--- src/rtl/ext_mem_arbiter.sv ---
// Purpose: round-robin arbiter giving fetch (m0) and load (m1) one shared external memory read port.
// Latency: grant sampled on edge N, ext_mem_valid after N, requester ready/rdata registered one edge after ext_mem_ready.
// Backpressure: one read outstanding; requesters hold valid/addr until their ready pulse. ARB_TIMEOUT_EN adds a response timeout with err outputs.
module ext_mem_arbiter #(
    parameter int ADDR_W  = 8,
    parameter int DATA_W  = 32,
    parameter int TIMEOUT = 16
) (
    input  logic              clk,
    input  logic              rst,
    input  logic              m0_valid,
    input  logic [ADDR_W-1:0] m0_addr,
    output logic              m0_ready,
    output logic [DATA_W-1:0] m0_rdata,
    input  logic              m1_valid,
    input  logic [ADDR_W-1:0] m1_addr,
    output logic              m1_ready,
    output logic [DATA_W-1:0] m1_rdata,
    output logic              ext_mem_valid,
    input  logic              ext_mem_ready,
    output logic [ADDR_W-1:0] ext_mem_addr,
    input  logic [DATA_W-1:0] ext_mem_rdata,
    output logic              grant
`ifdef ARB_TIMEOUT_EN
    ,
    output logic              m0_err,
    output logic              m1_err
`endif
);

    typedef enum logic [1:0] {IDLE, REQ, DONE} state_t;

    state_t              state_q, state_d;
    logic                ext_valid_d;
    logic [ADDR_W-1:0]   ext_addr_d;
    logic                grant_d;
    logic                win;
    logic                m0_ready_d, m1_ready_d;
    logic [DATA_W-1:0]   m0_rdata_d, m1_rdata_d;

`ifdef ARB_TIMEOUT_EN
    localparam logic [7:0] TO_LAST = 8'(TIMEOUT - 1);
    logic [7:0]          cnt_q, cnt_d;
    logic                m0_err_d, m1_err_d;
`endif

    // Next-state and next-output computation; every output is registered below.
    always_comb begin
        state_d     = state_q;
        ext_valid_d = ext_mem_valid;
        ext_addr_d  = ext_mem_addr;
        grant_d     = grant;
        win         = grant;
        m0_ready_d  = 1'b0;
        m1_ready_d  = 1'b0;
        m0_rdata_d  = m0_rdata;
        m1_rdata_d  = m1_rdata;
`ifdef ARB_TIMEOUT_EN
        cnt_d       = cnt_q;
        m0_err_d    = 1'b0;
        m1_err_d    = 1'b0;
`endif
        case (state_q)
            IDLE: begin
                if (m0_valid || m1_valid) begin
                    // On a contest the previous loser wins; otherwise the lone requester.
                    win         = (m0_valid && m1_valid) ? ~grant : m1_valid;
                    grant_d     = win;
                    ext_addr_d  = win ? m1_addr : m0_addr;
                    ext_valid_d = 1'b1;
                    state_d     = REQ;
`ifdef ARB_TIMEOUT_EN
                    cnt_d       = 8'd0;
`endif
                end
            end
            REQ: begin
                if (ext_mem_ready) begin
                    ext_valid_d = 1'b0;
                    if (grant) begin
                        m1_ready_d = 1'b1;
                        m1_rdata_d = ext_mem_rdata;
                    end else begin
                        m0_ready_d = 1'b1;
                        m0_rdata_d = ext_mem_rdata;
                    end
                    state_d = DONE;
                end
`ifdef ARB_TIMEOUT_EN
                else if (cnt_q == TO_LAST) begin
                    // Memory never answered: complete with all-ones data and flag the error.
                    ext_valid_d = 1'b0;
                    if (grant) begin
                        m1_ready_d = 1'b1;
                        m1_err_d   = 1'b1;
                        m1_rdata_d = '1;
                    end else begin
                        m0_ready_d = 1'b1;
                        m0_err_d   = 1'b1;
                        m0_rdata_d = '1;
                    end
                    state_d = DONE;
                end else begin
                    cnt_d = cnt_q + 8'd1;
                end
`endif
            end
            DONE: begin
                // One dead cycle lets the served requester drop valid before re-arbitration.
                state_d = IDLE;
            end
            default: state_d = IDLE;
        endcase
    end

    // State and registered outputs; reset aborts any transaction without a ready pulse.
    always_ff @(posedge clk or negedge rst) begin
        if (!rst) begin
            state_q       <= IDLE;
            ext_mem_valid <= 1'b0;
            ext_mem_addr  <= '0;
            grant         <= 1'b1;
            m0_ready      <= 1'b0;
            m1_ready      <= 1'b0;
            m0_rdata      <= '0;
            m1_rdata      <= '0;
`ifdef ARB_TIMEOUT_EN
            cnt_q         <= 8'd0;
            m0_err        <= 1'b0;
            m1_err        <= 1'b0;
`endif
        end else begin
            state_q       <= state_d;
            ext_mem_valid <= ext_valid_d;
            ext_mem_addr  <= ext_addr_d;
            grant         <= grant_d;
            m0_ready      <= m0_ready_d;
            m1_ready      <= m1_ready_d;
            m0_rdata      <= m0_rdata_d;
            m1_rdata      <= m1_rdata_d;
`ifdef ARB_TIMEOUT_EN
            cnt_q         <= cnt_d;
            m0_err        <= m0_err_d;
            m1_err        <= m1_err_d;
`endif
        end
    end

endmodule

--- config.mk ---
export PLATFORM = sky130hd
export DESIGN_NAME = ext_mem_arbiter
export DESIGN_NICKNAME = d
export VERILOG_FILES = /design/src/rtl/ext_mem_arbiter.sv
export SDC_FILE = /design/constraint.sdc
export NUM_CORES = 1
export LEC_CHECK = 0
export ABC_AREA = 1
export BUFFER_PORTS_ARGS = -buffer_cell sky130_fd_sc_hd__buf_2
export CAP_MARGIN = 15
export CORE_MARGIN = 2
export CORE_UTILIZATION = 29
export DETAILED_ROUTE_END_ITERATION = 16
export GPL_TIMING_DRIVEN = 1
export PLACE_DENSITY = 0.52
export SYNTH_ARGS = -nofsm -noshare
export SYNTH_HDL_FRONTEND = slang
export SYNTH_SLANG_ARGS = --single-unit
export TNS_END_PERCENT = 30
--- constraint.sdc ---
create_clock -name clk -period 1.5 [get_ports clk]
set_clock_uncertainty 0.2 [all_clocks]
set_input_delay 0.3 -clock clk [delete_from_list [all_inputs] [get_ports clk]]
set_output_delay 0.3 -clock clk [all_outputs]
set_load 0.01 [all_outputs]
After elaboration in Yosys (flattened, before gate mapping)
Cells that the tools add are included.
{"block": "totals", "regBits": 78, "in_bits": 53, "wordCells": 35, "out_inout_bits": 76}
{"block": "classes", "n_eq_ne": 3, "bitwise": 1, "reduce_logical": 9, "muxes": 14}
{"cell": "$mux 1", "n": 9}
{"cell": "$reduce_and 3->1", "n": 3}
{"cell": "$mux 8", "n": 1}
{"cell": "$mux 2", "n": 2}
{"cell": "$ne 2x2->1 const B", "n": 2}
{"cell": "$pmux 2 s2", "n": 1}
{"cell": "$reduce_and 2->1", "n": 2}
{"cell": "$eq 2x1->1 const B", "n": 1}
{"cell": "$logic_not 2->1", "n": 1}
{"cell": "$pmux 1 s2", "n": 1}
{"cell": "$reduce_bool 2->1", "n": 1}
{"cell": "$logic_and 1x1->1", "n": 1}
{"cell": "$logic_or 1x1->1", "n": 1}
{"cell": "$not 1->1", "n": 1}

Longest topological paths before layout
{"block": "depth", "depth_word": 3, "ltp_mapped": 7, "depth_no_buf": 6}

Worst setup path before layout
OpenSTA, ideal clock, no wires.
{"block": "synth_timing", "path_kind": "register to register", "start": "reg grant", "end": "reg m1_rdata[24]", "setup_time_ns": 0.131, "arrival_ns": 1.095, "setup_slack_ns": 0.074, "path_stages_with_launch": 6, "synth_period_minus_slack_ns": 1.426, "t_required_ns": 1.169, "n_path_buf": 2, "path_cell_list": "dfstp_2 nand4_1 buf_6 buf_6 nand2_1 o21ai_0"}
{"block": "synth_via", "elab_chain_len": 1}
{"item": "start: declaration", "line": "23", "rtl": "output logic grant"}
{"item": "start signal: assignment", "line": "136", "rtl": "grant <= grant_d;"}
{"item": "$reduce_and 3->1 (no line)"}
{"item": "end signal: assignment", "line": "140", "rtl": "m1_rdata <= m1_rdata_d;"}
{"item": "end: declaration", "line": "18", "rtl": "output logic [DATA_W-1:0] m1_rdata,"}
No other way between the ends.
A chain may end at the register's enable or synchronous reset.

Worst setup path after layout
{"block": "layout_timing", "start": "reg grant", "end": "out grant"}
No word-level cell between the ends.

==> reports/metrics.yaml <==
drt-initial-drc-count: 92
clkSinkCount: 78
slew_viol_final: 0
dr.pass1.iters: 4
grt_max_degree: 39
violations: "setup timing"
p_per_area_mw_per_mm2: 2026
drcViolationCount: 0
worst_slack_ns: -0.02183
critPathRequiredTime_ns: 1.00
synth_seq_cells: 78
die_h_um: 110.6
p_total_w: 0.009009
grt_pass1_wl_mm: 12.85
start_kind: "flop"
grt_overflow: 0
htreeDepth: 3
io_buffers: 128
drt-total-wl_mm: 7.476
slew_headroom_pct: 80.80
globalplace.congestion: 0.7268
cts_buffers: 9
dpl.hpwl_mm: 5.399
clock_path_buffers: 2
yosysTopAreaCell: "dfrtp_1"
synth_edf_count: 0
hp-class: "input pin to flop"
fin_util_pct: 40.48
syn_nets: 386
ant_nets: 0
synth_most_common_cell: "nand2_1"
synth.yosys.warnings: 0
crit_type: "flop to output pin"
synth.distinct_cells: 19
critPathCaptureType: "output pin"
hold_violations: 0
grt_pass1_vias: 2721
crit_path_max_fanout: 5
nNetsFinal: 522
ys_top_cells_by_count: "94 x nand2_1, 77 x dfrtp_1, 54 x inv_1"
io_pins: 129
antenna_found_initial: 0
cts_root_buf: "clkbuf_16"
setup_viol: 1
ys.flop_type: "dfrtp_1"
final.min_clock_period_ns: 1.522
fmax_mhz: 657.1
drv_cap: 0
status: "complete, but fails checks"
viasPerCell: 4.201
slowest_delay_ns: 0.58
ir_drop_uv: 626.4
core_mm2: 0.01098
synthArstFlopShare_pct: 100.0
crit_buf_inv: 1
dieWidth_um: 110.6
die_area_mm2: 0.01224
antenna_cells: 0
routed-via-count: 2575
syn_inst: 333
rsz0062_at_grt: "true"
num_rows: 38
ys_seq_area_share_pct: 59.22
crit_family: "flip-flops"
drive_gt1_share_pct: 43.55
crit_chain: "buf_6"
tritoncts: "yes"
synth.avg_cell_area_um2: 9.904
clkTransAtPathRegs_ns: 0.06
wl_per_cell_um: 12.20
tightest_slew_ns: 0.2873
p_leak_nw: 2.513
synth_area_leaders: "dfrtp_1 58%, o21ai_2 12%, nand2_1 11%"
area_growth_pct: 34.79
tns_ns: -0.02183
arrival_ns: 1.02
grt.total_usage_pct: 12.94
insertion_delay_ns: 0.32
synthesis.area_mm2: 0.003298
start_util_pct: 30.03
fin_crit_sh_pct: 101.5
crit_slowest_cell: "dfstp_2"
yosysTopAreaCellShare_pct: 58.42
## worst paths after layout
path,depth (start not counted),slack (ns),to,start
setup / recovery,1,-0.02,grant,grant
hold / removal,2,0.01,state_q[0],ext_mem_ready
setup reg to reg,5,0.04,m1_rdata[12],grant
hold reg to reg,2,0.27,m0_rdata[19],m0_rdata[19]
max in group asynchronous,3,0.46,m1_rdata[15],rst
min in group asynchronous,2,0.18,m0_ready,rst
## state kept, by name, indices dropped and copies added, names as in the netlist
name	cells
ext_mem_valid	1
grant	1
m1_rdata	32
m1_ready	1
ext_mem_addr	8
m0_ready	1
state_q	2
m0_rdata	32
## through the flow
stage	hold WS [ns]	cell area [um^2]	cells	setup slack, ns
global placement	-0.004854	4088	595	0.05179
CTS	0.007030	4373	611	-0.04251
detailed placement	-0.004236	4088	595	0.02217
finish	0.01437	4446	613	-0.02183
floorplan	-0.1956	3298	333	0.07378
global route	0.03011	4446	613	-0.05730
## where the power goes
| part | internal, W | switching (W) | total (W) |
|---|---|---|---|
| sequential | 0.00307 | 0.000509 | 0.00358 |
| clock | 0.00120 | 0.000770 | 0.00197 |
| combinational | 0.00150 | 0.00196 | 0.00346 |
## cells by family (layout without fill, tap and decap cells)
logic type	Yosys count	in the layout	synth area share [%]
simple gates	118	118	14.53
flops	78	78	59.22
buf+inv	71	211	11.00
compound gates	66	66	15.25
## repair_timing
action / in CTS / in global routing
hold buffers: 1 / 0
pin swaps: 0 / 2
endpoints found under the setup margin: 1 / 55
endpoints found under the hold margin: 78 / 0
resized for setup: 1 / 11
setup buffers: 0 / 1
cloned: 0 / 1
## layer usage
layer  vias up  part of all wire, %  track usage (%)
met5         -                    0                0
met4         0                  1.7            5.833
met3        10                  6.6            3.787
met2        84                   46            20.49
met1      1179                   45            16.36
li1       1302                    -                -
## cells in the final DEF, fill, tap and decap left out, drive strengths merged
cell type    count
buf            139
clkbuf          15
clkinv           1
dfrtp           77
dfstp            1
dlygate4sd3      1
inv             55
nand2           95
nand3           17
nand4            1
nor2             5
o21ai           66
## cell type report
type / instances / area (um^2)
Fill cell: 1135 / 6538
Sequential cell: 78 / 1953
Multi-Input combinational cell: 184 / 989.7
Timing Repair Buffer: 141 / 849.6
Clock buffer: 14 / 264.0
Inverter: 55 / 209.0
Tap cell: 140 / 175.2
Clock inverter: 1 / 5.005
No activity file was read; power rests on OpenSTA's default activity.
